$ cat src/rtl/nba_merge_reg.sv
`default_nettype none
// ============================================================================
// Module      : nba_merge_reg
// Description : Multi-port bit-masked shared register; the highest-index port
//               wins per bit, with conflict flag, change strobe and write count.
// Revision    : 1.0 - initial release
// ============================================================================
module nba_merge_reg #(
    parameter int               WIDTH     = 128,
    parameter int               NPORTS    = 2,
    parameter int               LATENCY   = 1,
    parameter logic [WIDTH-1:0] RESET_VAL = '0
) (
    input  logic                     clk,
    input  logic                     rst,
    input  logic [NPORTS-1:0]        wr_en_i,
    input  logic [NPORTS*WIDTH-1:0]  wr_mask_i,
    input  logic [NPORTS*WIDTH-1:0]  wr_data_i,
    output logic [WIDTH-1:0]         q_o,
    output logic                     changed_o,
    output logic                     conflict_o,
    output logic [15:0]              upd_cnt_o
);

    localparam logic [15:0] c_CNT_MAX = 16'hFFFF;

    // Entry 0 is the architectural register; later entries delay it toward q.
    logic [WIDTH-1:0] r_pipe_q [LATENCY];
    logic [LATENCY-1:0] r_cf_q;
    logic             r_changed_q;
    logic [15:0]      r_cnt_q;

    logic [WIDTH-1:0] w_val_d;
    logic [WIDTH-1:0] w_q_d;
    logic [WIDTH-1:0] w_mask;
    logic [WIDTH-1:0] w_data;
    logic [WIDTH-1:0] w_wr_ones;
    logic [WIDTH-1:0] w_wr_zeros;
    logic             w_effective;
    logic             w_conflict_raw;

    // Ascending port order lets later ports overwrite earlier ones per bit.
    always_comb begin
        w_val_d     = r_pipe_q[0];
        w_mask      = '0;
        w_data      = '0;
        w_wr_ones   = '0;
        w_wr_zeros  = '0;
        w_effective = 1'b0;
        for (int p = 0; p < NPORTS; p++) begin
            w_mask = wr_en_i[p] ? wr_mask_i[p*WIDTH +: WIDTH] : '0;
            w_data = wr_data_i[p*WIDTH +: WIDTH];
            w_val_d     = (w_val_d & ~w_mask) | (w_data & w_mask);
            w_wr_ones   = w_wr_ones  | (w_data & w_mask);
            w_wr_zeros  = w_wr_zeros | (~w_data & w_mask);
            w_effective = w_effective | (|w_mask);
        end
        w_conflict_raw = |(w_wr_ones & w_wr_zeros);
    end

    generate
        if (LATENCY == 1) begin : g_lat_one
            assign w_q_d = w_val_d;
        end else begin : g_lat_multi
            assign w_q_d = r_pipe_q[LATENCY-2];
        end
    endgenerate

    always_ff @(posedge clk) begin
        if (rst) begin
            for (int k = 0; k < LATENCY; k++) begin
                r_pipe_q[k] <= RESET_VAL;
                r_cf_q[k]   <= 1'b0;
            end
            r_changed_q <= 1'b0;
            r_cnt_q     <= '0;
        end else begin
            r_pipe_q[0] <= w_val_d;
            r_cf_q[0]   <= w_conflict_raw;
            for (int k = 1; k < LATENCY; k++) begin
                r_pipe_q[k] <= r_pipe_q[k-1];
                r_cf_q[k]   <= r_cf_q[k-1];
            end
            r_changed_q <= (w_q_d != r_pipe_q[LATENCY-1]);
            if (w_effective && (r_cnt_q != c_CNT_MAX)) begin
                r_cnt_q <= r_cnt_q + 16'd1;
            end
        end
    end

    assign q_o        = r_pipe_q[LATENCY-1];
    assign conflict_o = r_cf_q[LATENCY-1];
    assign changed_o  = r_changed_q;
    assign upd_cnt_o  = r_cnt_q;

endmodule
`default_nettype wire

$ cat config.mk
export PLATFORM = sky130hd
export DESIGN_NAME = nba_merge_reg
export DESIGN_NICKNAME = d
export VERILOG_FILES = /design/src/rtl/nba_merge_reg.sv
export SDC_FILE = /design/constraint.sdc
export NUM_CORES = 1
export LEC_CHECK = 0
export ABC_AREA = 1
export BUFFER_PORTS_ARGS = -buffer_cell sky130_fd_sc_hd__clkbuf_2
export CELL_PAD_IN_SITES_DETAIL_PLACEMENT = 1
export CELL_PAD_IN_SITES_GLOBAL_PLACEMENT = 2
export CORE_ASPECT_RATIO = 1.2
export CORE_MARGIN = 5
export CORE_UTILIZATION = 23
export DETAILED_ROUTE_END_ITERATION = 12
export PLACE_DENSITY = 0.86
export SYNTH_ARGS = -nofsm -noshare
export SYNTH_HDL_FRONTEND = slang
export SYNTH_SLANG_ARGS = --single-unit
export TNS_END_PERCENT = 30
$ cat constraint.sdc
create_clock -name clk -period 2.5 [get_ports clk]
set_input_delay 0 -clock clk [delete_from_list [all_inputs] [get_ports clk]]
set_output_delay 0 -clock clk [all_outputs]
set_load 0.1 [all_outputs]
## Word level (Yosys, flattened, before mapping)

Memory sizes are Yosys's and may differ from the RTL's.
Cells that the tools add are included.

- Word-level logic and storage cells: 35
- Memories: 1
- Input port bits: 516
- Output and inout port bits: 146
- RAM bits: 128
- Bits in registers: 18

Memories:

| memory | words | bits a word | read ports | clocked after Yosys merged registers in | wr ports | line | RTL |
|---|---|---|---|---|---|---|---|
| r_pipe_q | 1 | 128 | 1 | 0 | 1 | 28 | `logic [WIDTH-1:0] r_pipe_q [LATENCY];` |

- Reduce and logical (&&, ||, !) cells: 5
- Add/sub/neg operators: 1
- Equal/unequal tests: 2
- Bitwise gates (word level): 16
- Mux-type cells: 7

Operators by type and width:

| kind | number |
|---|---|
| bitwise AND 128 bit | 7 |
| inverter 128 bit | 4 |
| bitwise OR 128 bit | 4 |
| OR reduction 128 bit | 4 |
| two-way mux 128 bit | 3 |
| != test 128 bit | 1 |
| adder 16 x 1 -> 16 bit (second input constant) | 1 |
| != test 16 bit (second input constant) | 1 |
| two-way mux 1 bit | 4 |
| logical AND 1 bit | 1 |
| bitwise OR 1 bit | 1 |

## Longest topological paths before layout

Gate-level depths: netlist (run 1).

- Depth in word-level cells: 7
- Mapped depth: 17
- Depth with buffers taken out: 15

## Least setup slack after synthesis (run 1)

Ideal clock, no wire load.

- Kind: register -> register
- Start: reg r_cnt_q[0] (netlist: upd_cnt_o[0])
- End: reg r_cnt_q[2] (netlist: upd_cnt_o[2])
- Setup slack: -0.239 ns
- Buffers on the path: 2
- Required time: 2.358 ns
- Cell stages (with the launch flop): 10
- Arrival time: 2.597 ns
- Cells stage by stage: dfxtp_1 > ha_1 > nand2_1 > nor3_2 > nand2_1 > or3_1 > clkbuf_1 > buf_1 > nand3_1 > a21oi_2

- Word-level cells in the longest chain between the ends: 2

Ends and longest elaborated chain:

| item | line | RTL |
|---|---|---|
| start, declared | 31 | `logic [15:0] r_cnt_q;` |
| start signal, assigned | 86 | `r_cnt_q <= r_cnt_q + 16'd1;` |
| parallel branches: the longest is 2 deep, another holds adder 16 x 1 -> 16 bit | -- |  |

Parallel ways; which one is timed is not known.
A chain may end at the register's enable or synchronous reset.

## Worst setup path in the final report (run 1)

- Start: in wr_en_i[1]
- End: mem r_pipe_q[0][58]

- Word-level cells in the longest chain between the ends: 5

Ends and longest elaborated chain:

| item | line | RTL |
|---|---|---|
| start, declared | 16 | `input logic [NPORTS-1:0] wr_en_i,` |
| two-way mux 128 bit * | 51 | `w_mask = wr_en_i[p] ? wr_mask_i[p*WIDTH +: WIDTH] : '0;` |
| inverter 128 bit | 53 | `w_val_d = (w_val_d & ~w_mask) \| (w_data & w_mask);` |
| bitwise AND 128 bit | 53 |  |
| bitwise OR 128 bit * | 53 |  |
| two-way mux 128 bit (no source line) * | -- |  |
| end, declared | 28 |  |

Mark *: on every way between the ends. The rest lies on a longest branch, timed or not.

==> results of run 1 <==
-- stage by stage --
stage	power, uW	setup slack (ns)	hold slack, ns	cell area, um2
floorplan	5570	0.00982	0.207	15200
global placement	6960	-0.182	0.338	19500
detailed placement	6980	-0.179	0.343	19500
CTS	10500	0.0354	0.138	23800
global route	11000	-0.00558	0.253	23800
finish	10400	0.0444	0.169	23800
-- power breakdown --
group	switching, uW	internal [uW]	leakage (uW)
Sequential	199	2490	0.00121
Clock	1430	1520	0.000303
Combinational	3160	1650	0.0105
-- worst max-delay path, stage by stage --
cell and delay, ns:
buf_6 0.29, buf_6 0.25, nand2_1 0.13, or2_2 0.30, dlygate4sd3_1 0.56, nand2_1 0.09, dlygate4sd3_1 0.57, nor2_1 0.04
dlygate4sd3_1 0.57
-- flip-flops by register name, summed over array words and instances, names as in the netlist --
register	count
upd_cnt_o	16
conflict_o	1
r_pipe_q	128
changed_o	1
-- worst max-delay path by stage --
stage | to | slack (ns)
CTS | r_pipe_q[0][58]$_SDFF_PP0_ | 0.04
floorplan | upd_cnt_o[2]$_SDFFE_PP0P_ | 0.01
global placement | upd_cnt_o[0]$_SDFFE_PP0P_ | -0.18
global route | r_pipe_q[0][58]$_SDFF_PP0_ | -0.006
finish | r_pipe_q[0][58]$_SDFF_PP0_ | 0.04
detailed placement | upd_cnt_o[1]$_SDFFE_PP0P_ | -0.18
-- timing repair --
action / in CTS / in global routing
hold buffers: 369 / 0
resized for setup: 0 / 3
setup endpoints to repair: 0 / 2
setup buffers: 0 / 0
hold endpoints to repair: 136 / 0
-- per-layer routing --
| layer | wire length, um | part of all wire |
|---|---|---|
| met5 | 13 | 0.00015 |
| met4 | 3820 | 0.044 |
| met3 | 4180 | 0.048 |
| met2 | 44200 | 0.51 |
| met1 | 34700 | 0.40 |
-- final cells by class --
| type | count | share of cell area |
|---|---|---|
| Multi-Input combinational cell | 2368 | 0.471 |
| Tap cell | 840 | 0.0441 |
| Inverter | 142 | 0.0224 |
| Clock buffer | 17 | 0.0179 |
| Sequential cell | 146 | 0.123 |
| Antenna cell | 14 | 0.00147 |
| Clock inverter | 15 | 0.00788 |
| Timing Repair Buffer | 1068 | 0.312 |
-- cell families (layout without fill, tap and decap cells) --
group,Yosys count,after routing
xor+xnor,68,68
buf+inv,220,1242
flops,146,146
fa+ha+maj,1,1
simple gates,2155,2155
compound gates,144,144
other cells,0,14
-- layout by cell type (no fill, tap or decap), types with 23 or more instances in the layout --
cell / n
nor2_1: 263
nand3b_1: 91
nand2_2: 39
nand3_1: 561
dfxtp_1: 138
dlygate4sd3_1: 368
nand2_1: 995
a21oi_1: 81
clkbuf_2: 658
inv_1: 141
or2_1: 23
buf_4: 28
nand4_1: 79
xor2_1: 53
or2_2: 91
==> results_dict.tcl, run 1 <==
set metrics [dict create \
    cp-start-kind "input port" \
    tightest_slew_ns 0.657 \
    num_vias 22600 \
    synthMuxAreaShare 0 \
    syn_area_mm2 0.0152 \
    synth-seq-cells 146 \
    rrSetupSlack_ns 0.41 \
    crit_type "in2reg" \
    multi_input_area_mm2 0.0112 \
    num-fill-cells 8928 \
    place_inst 4197 \
    drc 0 \
    p_per_area_mw_per_mm2 438 \
    synth.most_common_cell "nand2_1" \
    slew_headroom 0.564 \
    htree_num_levels 4 \
    fin_util 0.363 \
    synthXorXnorAreaFrac 0.0392 \
    synthesis.nets 3251 \
    worstHoldPathType "in2reg" \
    grt_max_degree 58 \
    synthAdderAreaFrac 0.000824 \
    yosysSeqAreaShare 0.193 \
    drt-total-wl_mm 87.0 \
    fin_crit_sh 0.982 \
    fp-row-count 103 \
    holdPathStages 8 \
    die_y_um 291 \
    final_antenna_net_count 0 \
    port_buffers 661 \
    coreArea_mm2 0.0656 \
    synthFlopType "dfxtp_1" \
    startpoint "wr_en_i[1]" \
    synthDistinctLibCells 33 \
    ios 662 \
    fmax_mhz 407 \
    synth-simple-area-share 0.642 \
    gr-total-overflow 0 \
    cts.sinks 146 \
    wire_per_inst_um 18.9 \
    die_area_mm2 0.0712 \
    grt_pass1_vias 23700 \
    reg2regPathDepth 14 \
    met1_usage 0.260 \
    synth_top_area_cell "nand2_1" \
    synth_compound_area_frac 0.0567 \
    drt-initial-drc-count 849 \
    fin_setup_tns_ns 0 \
    cts_buffers 17 \
    hold_path_end "conflict_o$_SDFF_PP0_" \
    clk_path_buf_depth 2 \
    max-cap-violations 0 \
    r2r-start "r_pipe_q[0][9]$_SDFF_PP0_" \
    post-route-min-period_ns 2.46 \
    cp_max_fo 27 \
    synth_top_area_frac 0.246 \
    cp.arrival_ns 2.83 \
    yosys_warnings 0 \
    vias_per_cell 4.91 \
    synth-edff-count 0 \
    cts_tree "yes" \
    final_nets 4260 \
    die_w_um 244 \
    grt_pass1_wl_mm 132 \
    synth_top_family_by_area "simple AND/OR/NAND/NOR gates" \
    antenna_found_initial 13 \
    place_congestion 0.929 \
    synthArstFlopShare 0 \
    insertion_delay_ns 0.49 \
    final-hold-violation-count 0 \
    area_growth_syn_to_layout_pct 57.0 \
    avgSynthCellArea_um2 5.55 \
    slew_viol_final 0 \
    min_from "wr_data_i[102]" \
    top_usage_layer "met2" \
    dp_hpwl_mm 70.1 \
    grt_use_total 0.233 \
    cts_root_buf "clkbuf_16" \
    synthTopCellsByCount "995 x nand2_1, 562 x nand3_1, 264 x nor2_1" \
    start_util 0.231 \
    p_leak_uw 0.0120 \
    status "finished clean" \
    use_met3 0.0459 \
    finalClockSkew_ns 0.0146 \
    end_kind "register" \
    use_met2 0.431 \
    path_clk_slew_ns 0.07 \
    drive_gt1_frac 0.236 \
    cp.required_ns 2.87 \
    r2r_end "changed_o$_SDFF_PP0_" \
    ir_drop_uv 544 \
    synth_area_leaders "nand2_1 25%, dfxtp_1 19%, nand3_1 19%" \
    firstDrtPassIters 5 \
    synthCells 2734 \
    register_area_mm2 0.00293 \
    setup_viol 0 \
    layoutNonFillerInstCount 4610 \
]
No activity file was read; power rests on OpenSTA's default activity.
==> run 2, diff against run 1 <==
Settings changed: PLACE_DENSITY 0.86 to not set, PLACE_DENSITY_LB_ADDON set to 0.2.
==> run 2 against run 1 <==
  * Power rose by 0.67%
  * Non-clock buffer count did not move
  * Worst hold slack improved by 0.11 ns
  * Cell count barely moved
  * Sequential power barely moved
  * Clock power barely moved
  * Setup slack improved by 0.20 ns
  * Clock skew fell by 0.0049 ns
  * Register-to-register slack improved by 0.10 ns
  * First-iteration DRC count fell by 15%
  * Count of clock-buffer cells in the layout rose by 1
  * Sequential cell count did not move
  * Largest power group unchanged
==> results_dict.tcl, run 2 (synthesis gave the netlist of run 1 again) <==
set metrics [dict create \
    worstHoldPathType "in2reg" \
    place_congestion 0.916 \
    crit_top_cell "nand2_1" \
    ir_drop_uv 504 \
    cpMaxStageDelayCell "dlygate4sd3_1" \
    slew_headroom 0.483 \
    path_clk_slew_ns 0.07 \
    cts_tree "yes" \
    layout_commonest_cell "nand2_1" \
    drive_gt1_frac 0.238 \
    vias_per_cell 4.93 \
    sequentialPowerShare 0.256 \
    htree_num_levels 4 \
    cts.sinks 146 \
    cts_root_buf "clkbuf_16" \
    status "finished clean" \
    clk_path_buf_depth 2 \
    placed_cell_area_mm2 0.0195 \
    drt-total-wl_mm 92.3 \
    combPwrFrac 0.461 \
    coreArea_mm2 0.0656 \
    crit_type "in2reg" \
    port_buffers 661 \
    power_uw 10500 \
    drt-initial-drc-count 719 \
    rsz0062_at_grt "no" \
    switching_share 0.445 \
    cts_resized 0 \
    ios 662 \
    grt_max_degree 74 \
    cp_max_fo 73 \
    holdPathStages 10 \
    fmax_mhz 444 \
    postLayoutCellArea_mm2 0.0238 \
    antenna_found_initial 20 \
    grt_use_total 0.247 \
    firstDrtPassIters 5 \
    internal_power_uw 5830 \
    fp-row-count 103 \
    largest_reg_flops 128 \
    crit_chain "buf_8, buf_12, nand3_1, dlygate4sd3_1, nand3_1, nand2_1, nand2_1, nand2_1, nor2_1, nand2_1, nor2_1, nand2_1, nor2_1, nand2_1, nor2_1, nor2_1" \
    die_y_um 291 \
    gr-total-overflow 0 \
    reg2regPathDepth 13 \
    switchingPower_uw 4680 \
    max-cap-violations 0 \
    top_register "r_pipe_q" \
    finalClockSkew_ns 0.00968 \
    p_leak_uw 0.0120 \
    cp-start-kind "input port" \
    p_per_area_mw_per_mm2 442 \
    start_util 0.231 \
    cts_setup_buffers 0 \
    slew_viol_final 0 \
    final-hold-violation-count 0 \
    num_vias 22700 \
    die_w_um 244 \
    drc 0 \
    final_antenna_net_count 0 \
    fin_crit_sh 0.900 \
    final_cell_mix "995 x nand2_1, 658 x clkbuf_2, 562 x nand3_1" \
    end_kind "register" \
    wire_per_inst_um 20.0 \
    die_area_mm2 0.0712 \
    area_growth_syn_to_layout_pct 56.7 \
    post-route-min-period_ns 2.25 \
    fin_setup_tns_ns 0 \
    dp_hpwl_mm 75.7 \
    cp.required_ns 2.87 \
    cp.arrival_ns 2.62 \
    grt_pass1_wl_mm 139 \
    cts_buffers 17 \
    slowest_delay_ns 0.59 \
    tightest_slew_ns 0.775 \
    grt_pass1_vias 24600 \
    clkPwrFrac 0.283 \
    insertion_delay_ns 0.49 \
    final_nets 4260 \
    setup_viol 0 \
]
==> run 2: cell types whose count changed in the layout (fill, tap and decap cells not counted), sizes merged, moves of 2 or more <==
cell         previous run  this run
clkinv                  5         7
dlygate4sd3           368       358
buf                    42        52
clkinvlp                0         2
bufinv                  2         4
inv                   150       143
==> run 2: metrics by stage <==
stage,hold slack (ns),setup slack (ns),util,cells
floorplan,0.207,0.00982,-,2734
global placement,0.332,-0.0598,0.298,4206
detailed placement,0.337,-0.0543,0.298,4206
CTS,0.256,0.205,0.362,4596
global route,0.307,0.0397,0.363,4608
finish,0.283,0.249,0.363,4609
==> run 2: final timing paths <==
kind                               from                   endpoint  slack, ns
max                          wr_en_i[0]       changed_o$_SDFF_PP0_       0.25
min                      wr_data_i[103]      conflict_o$_SDFF_PP0_       0.28
max reg2reg  r_pipe_q[0][65]$_SDFF_PP0_       changed_o$_SDFF_PP0_       0.51
min reg2reg   upd_cnt_o[7]$_SDFFE_PP0P_  upd_cnt_o[7]$_SDFFE_PP0P_       0.50
==> run 2: routing by layer <==
metal,vias up,global-route usage,share of wire
met3,129,0.0572,0.053
met5,-,0,0.00087
met4,14,0.0803,0.031
met1,10900,0.267,0.39
met2,530,0.472,0.53
li1,11100,-,-
==> run 2: layout make-up <==
class,count,area (um2)
clock inverter,14,186
multi-input combinational,2368,11200
clock buffer,18,439
antenna,13,32.5
inverter,142,533
timing repair buffer,1068,7390
fill,8903,41800
sequential,146,2930
tap,840,1050
==> run 2: power groups by stage <==
stage	Clock, uW	Combinational [uW]	Sequential, uW
6_report	2970	4850	2690
5_1_grt	3180	5240	2710
4_1_cts	3100	4850	2690
3_5_place_dp	0	4320	2740
3_3_place_gp	0	4240	2730
2_1_floorplan	0	1720	3850
==> run 2: critical path: cells and delay by family <==
family,cells,cell delay [ns]
simple gates,13,1.29
buf+inv,3,1.27
==> run 2: repair_timing <==
| item | CTS | global route |
|---|---|---|
| endpoints found under the hold margin | 144 | 0 |
| setup endpoints to repair | 0 | 0 |
| hold buffers | 358 | 0 |
==> run 3, diff against run 2 <==
==> constraint.sdc (replaced) <==
create_clock -name clk -period 2.5 [get_ports clk]
set_input_delay 0 -clock clk [delete_from_list [all_inputs] [get_ports clk]]
set_output_delay 0 -clock clk [all_outputs]
set_load 0.02 [all_outputs]
==> run 3 against run 2 <==
  * Via count rose by 0.22%
  * Sequential power barely moved
  * Worst hold slack got worse by 0.23 ns
  * Power shrank 11%
  * Clock power shrank 5%
  * Global-route usage increased by 0.13 points
  * Cell area about the same
  * Critical endpoint is now r_pipe_q[0][13]$_SDFF_PP0_
  * Highest routed layer unchanged
==> results_dict.tcl, run 3 (synthesis gave the netlist of run 1 again) <==
set metrics [dict create \
    status "finished clean" \
    layout_commonest_cell "nand2_1" \
    cp-start-kind "input port" \
    antenna_found_initial 39 \
    drt-initial-drc-count 821 \
    end_kind "register" \
    drt-total-wl_mm 92.6 \
    die_w_um 244 \
    cts.sinks 146 \
    place_congestion 0.902 \
    drive_gt1_frac 0.235 \
    grt_max_degree 57 \
    clk_path_buf_depth 2 \
    largest_reg_flops 128 \
    top_register "r_pipe_q" \
    htree_num_levels 4 \
    path_clk_slew_ns 0.07 \
    cts_root_buf "clkbuf_16" \
    fin_crit_sh 0.920 \
    crit_type "in2reg" \
    area_growth_syn_to_layout_pct 56.6 \
    start_util 0.231 \
    rsz0062_at_grt "no" \
    grt_use_total 0.249 \
    final-hold-violation-count 0 \
    fmax_mhz 435 \
    max-cap-violations 0 \
    num_vias 22800 \
    slew_headroom 0.616 \
    grt_pass1_vias 24600 \
    fin_ws_ns 0.201 \
    ios 662 \
    post-route-min-period_ns 2.30 \
    slew_viol_final 0 \
    crit_chain "buf_6, buf_12, buf_12, nand3_1, dlygate4sd3_1, nand2_1, dlygate4sd3_1, nor2_1, dlygate4sd3_1" \
    gr-total-overflow 0 \
    cp.required_ns 2.88 \
    final_nets 4254 \
    finalClockSkew_ns 0.0200 \
    port_buffers 661 \
    tightest_slew_ns 0.576 \
    r2r-start "upd_cnt_o[0]$_SDFFE_PP0P_" \
    cts_buffers 17 \
    drc 0 \
    cp_max_fo 43 \
    cpMaxStageDelayCell "dlygate4sd3_1" \
    slowest_delay_ns 0.58 \
    grt_pass1_wl_mm 139 \
    wire_per_inst_um 20.1 \
    setup_viol 0 \
    final_cell_mix "995 x nand2_1, 658 x clkbuf_2, 562 x nand3_1" \
    dp_hpwl_mm 76.3 \
    min_from "wr_data_i[91]" \
    firstDrtPassIters 5 \
    crit_top_cell "dlygate4sd3_1" \
    cts_setup_buffers 0 \
    p_leak_uw 0.0120 \
    coreArea_mm2 0.0656 \
    die_area_mm2 0.0712 \
    whs_ns 0.0515 \
    cts_tree "yes" \
    p_per_area_mw_per_mm2 395 \
    die_y_um 291 \
    insertion_delay_ns 0.49 \
    cp.arrival_ns 2.68 \
    vias_per_cell 4.93 \
    worstHoldPathType "in2reg" \
    ir_drop_uv 514 \
    fp-row-count 103 \
    startpoint "wr_en_i[1]" \
    dpl_worst_slack_ns -0.0774 \
    final_antenna_net_count 0 \
]
## run 3: cell count changes in the layout (fill, tap and decap cells not counted), moves of 3 or more
| cell | before | now |
|---|---|---|
| buf_4 | 40 | 33 |
| dfxtp_2 | 8 | 0 |
| dfxtp_1 | 138 | 146 |
| buf_12 | 9 | 12 |
| diode_2 | 13 | 26 |
## run 3: worst paths after layout
kind | to | slack, ns | depth (start not counted)
max reg2reg | upd_cnt_o[1]$_SDFFE_PP0P_ | 0.31 | 9
min | r_pipe_q[0][91]$_SDFF_PP0_ | 0.05 | 5
min reg2reg | upd_cnt_o[7]$_SDFFE_PP0P_ | 0.50 | 2
max | r_pipe_q[0][13]$_SDFF_PP0_ | 0.20 | 9
## run 3: final cells by class
cell class                      instances  area (um2)
Antenna cell                           26        65.1
Clock buffer                           21         470
Clock inverter                         11         125
Fill cell                            8898       41800
Inverter                              142         533
Multi-Input combinational cell       2368       11200
Sequential cell                       146        2920
Tap cell                              840        1050
Timing Repair Buffer                 1062        7380
## run 3: where the power goes
part	switching, uW	internal, uW
sequential	195	2490
combinational	2230	1650
clock	1270	1550
## run 3: per-stage QoR
step	total power [uW]	instances	TNS, ns	instance area (um2)	utilization
after floorplan	4590	2734	0	15200	-
after global placement	6000	4202	-0.0908	19500	0.298
after detailed placement	6090	4202	-0.0903	19500	0.298
after CTS	9500	4590	0	23700	0.361
after global routing	10000	4611	0	23700	0.362
final	9390	4616	0	23800	0.362
## run 3: per-layer routing
metal	track usage	vias up	part of all wire
li1	-	11100	-
met1	0.267	10900	0.39
met2	0.454	569	0.51
met3	0.0703	171	0.061
met4	0.108	26	0.038
met5	0	-	0.0016
## run 3: worst max-delay path, delay by kind of cell
kind	cells	cell delay, ns
buffers and inverters	6	2.41
and+or+nand+nor	3	0.24
## run 3: what timing repair did
item | 4_1_cts | 5_1_grt
hold buffers | 356 | 0
endpoints found under the hold margin | 143 | 0
gates resized for setup | 0 | 0
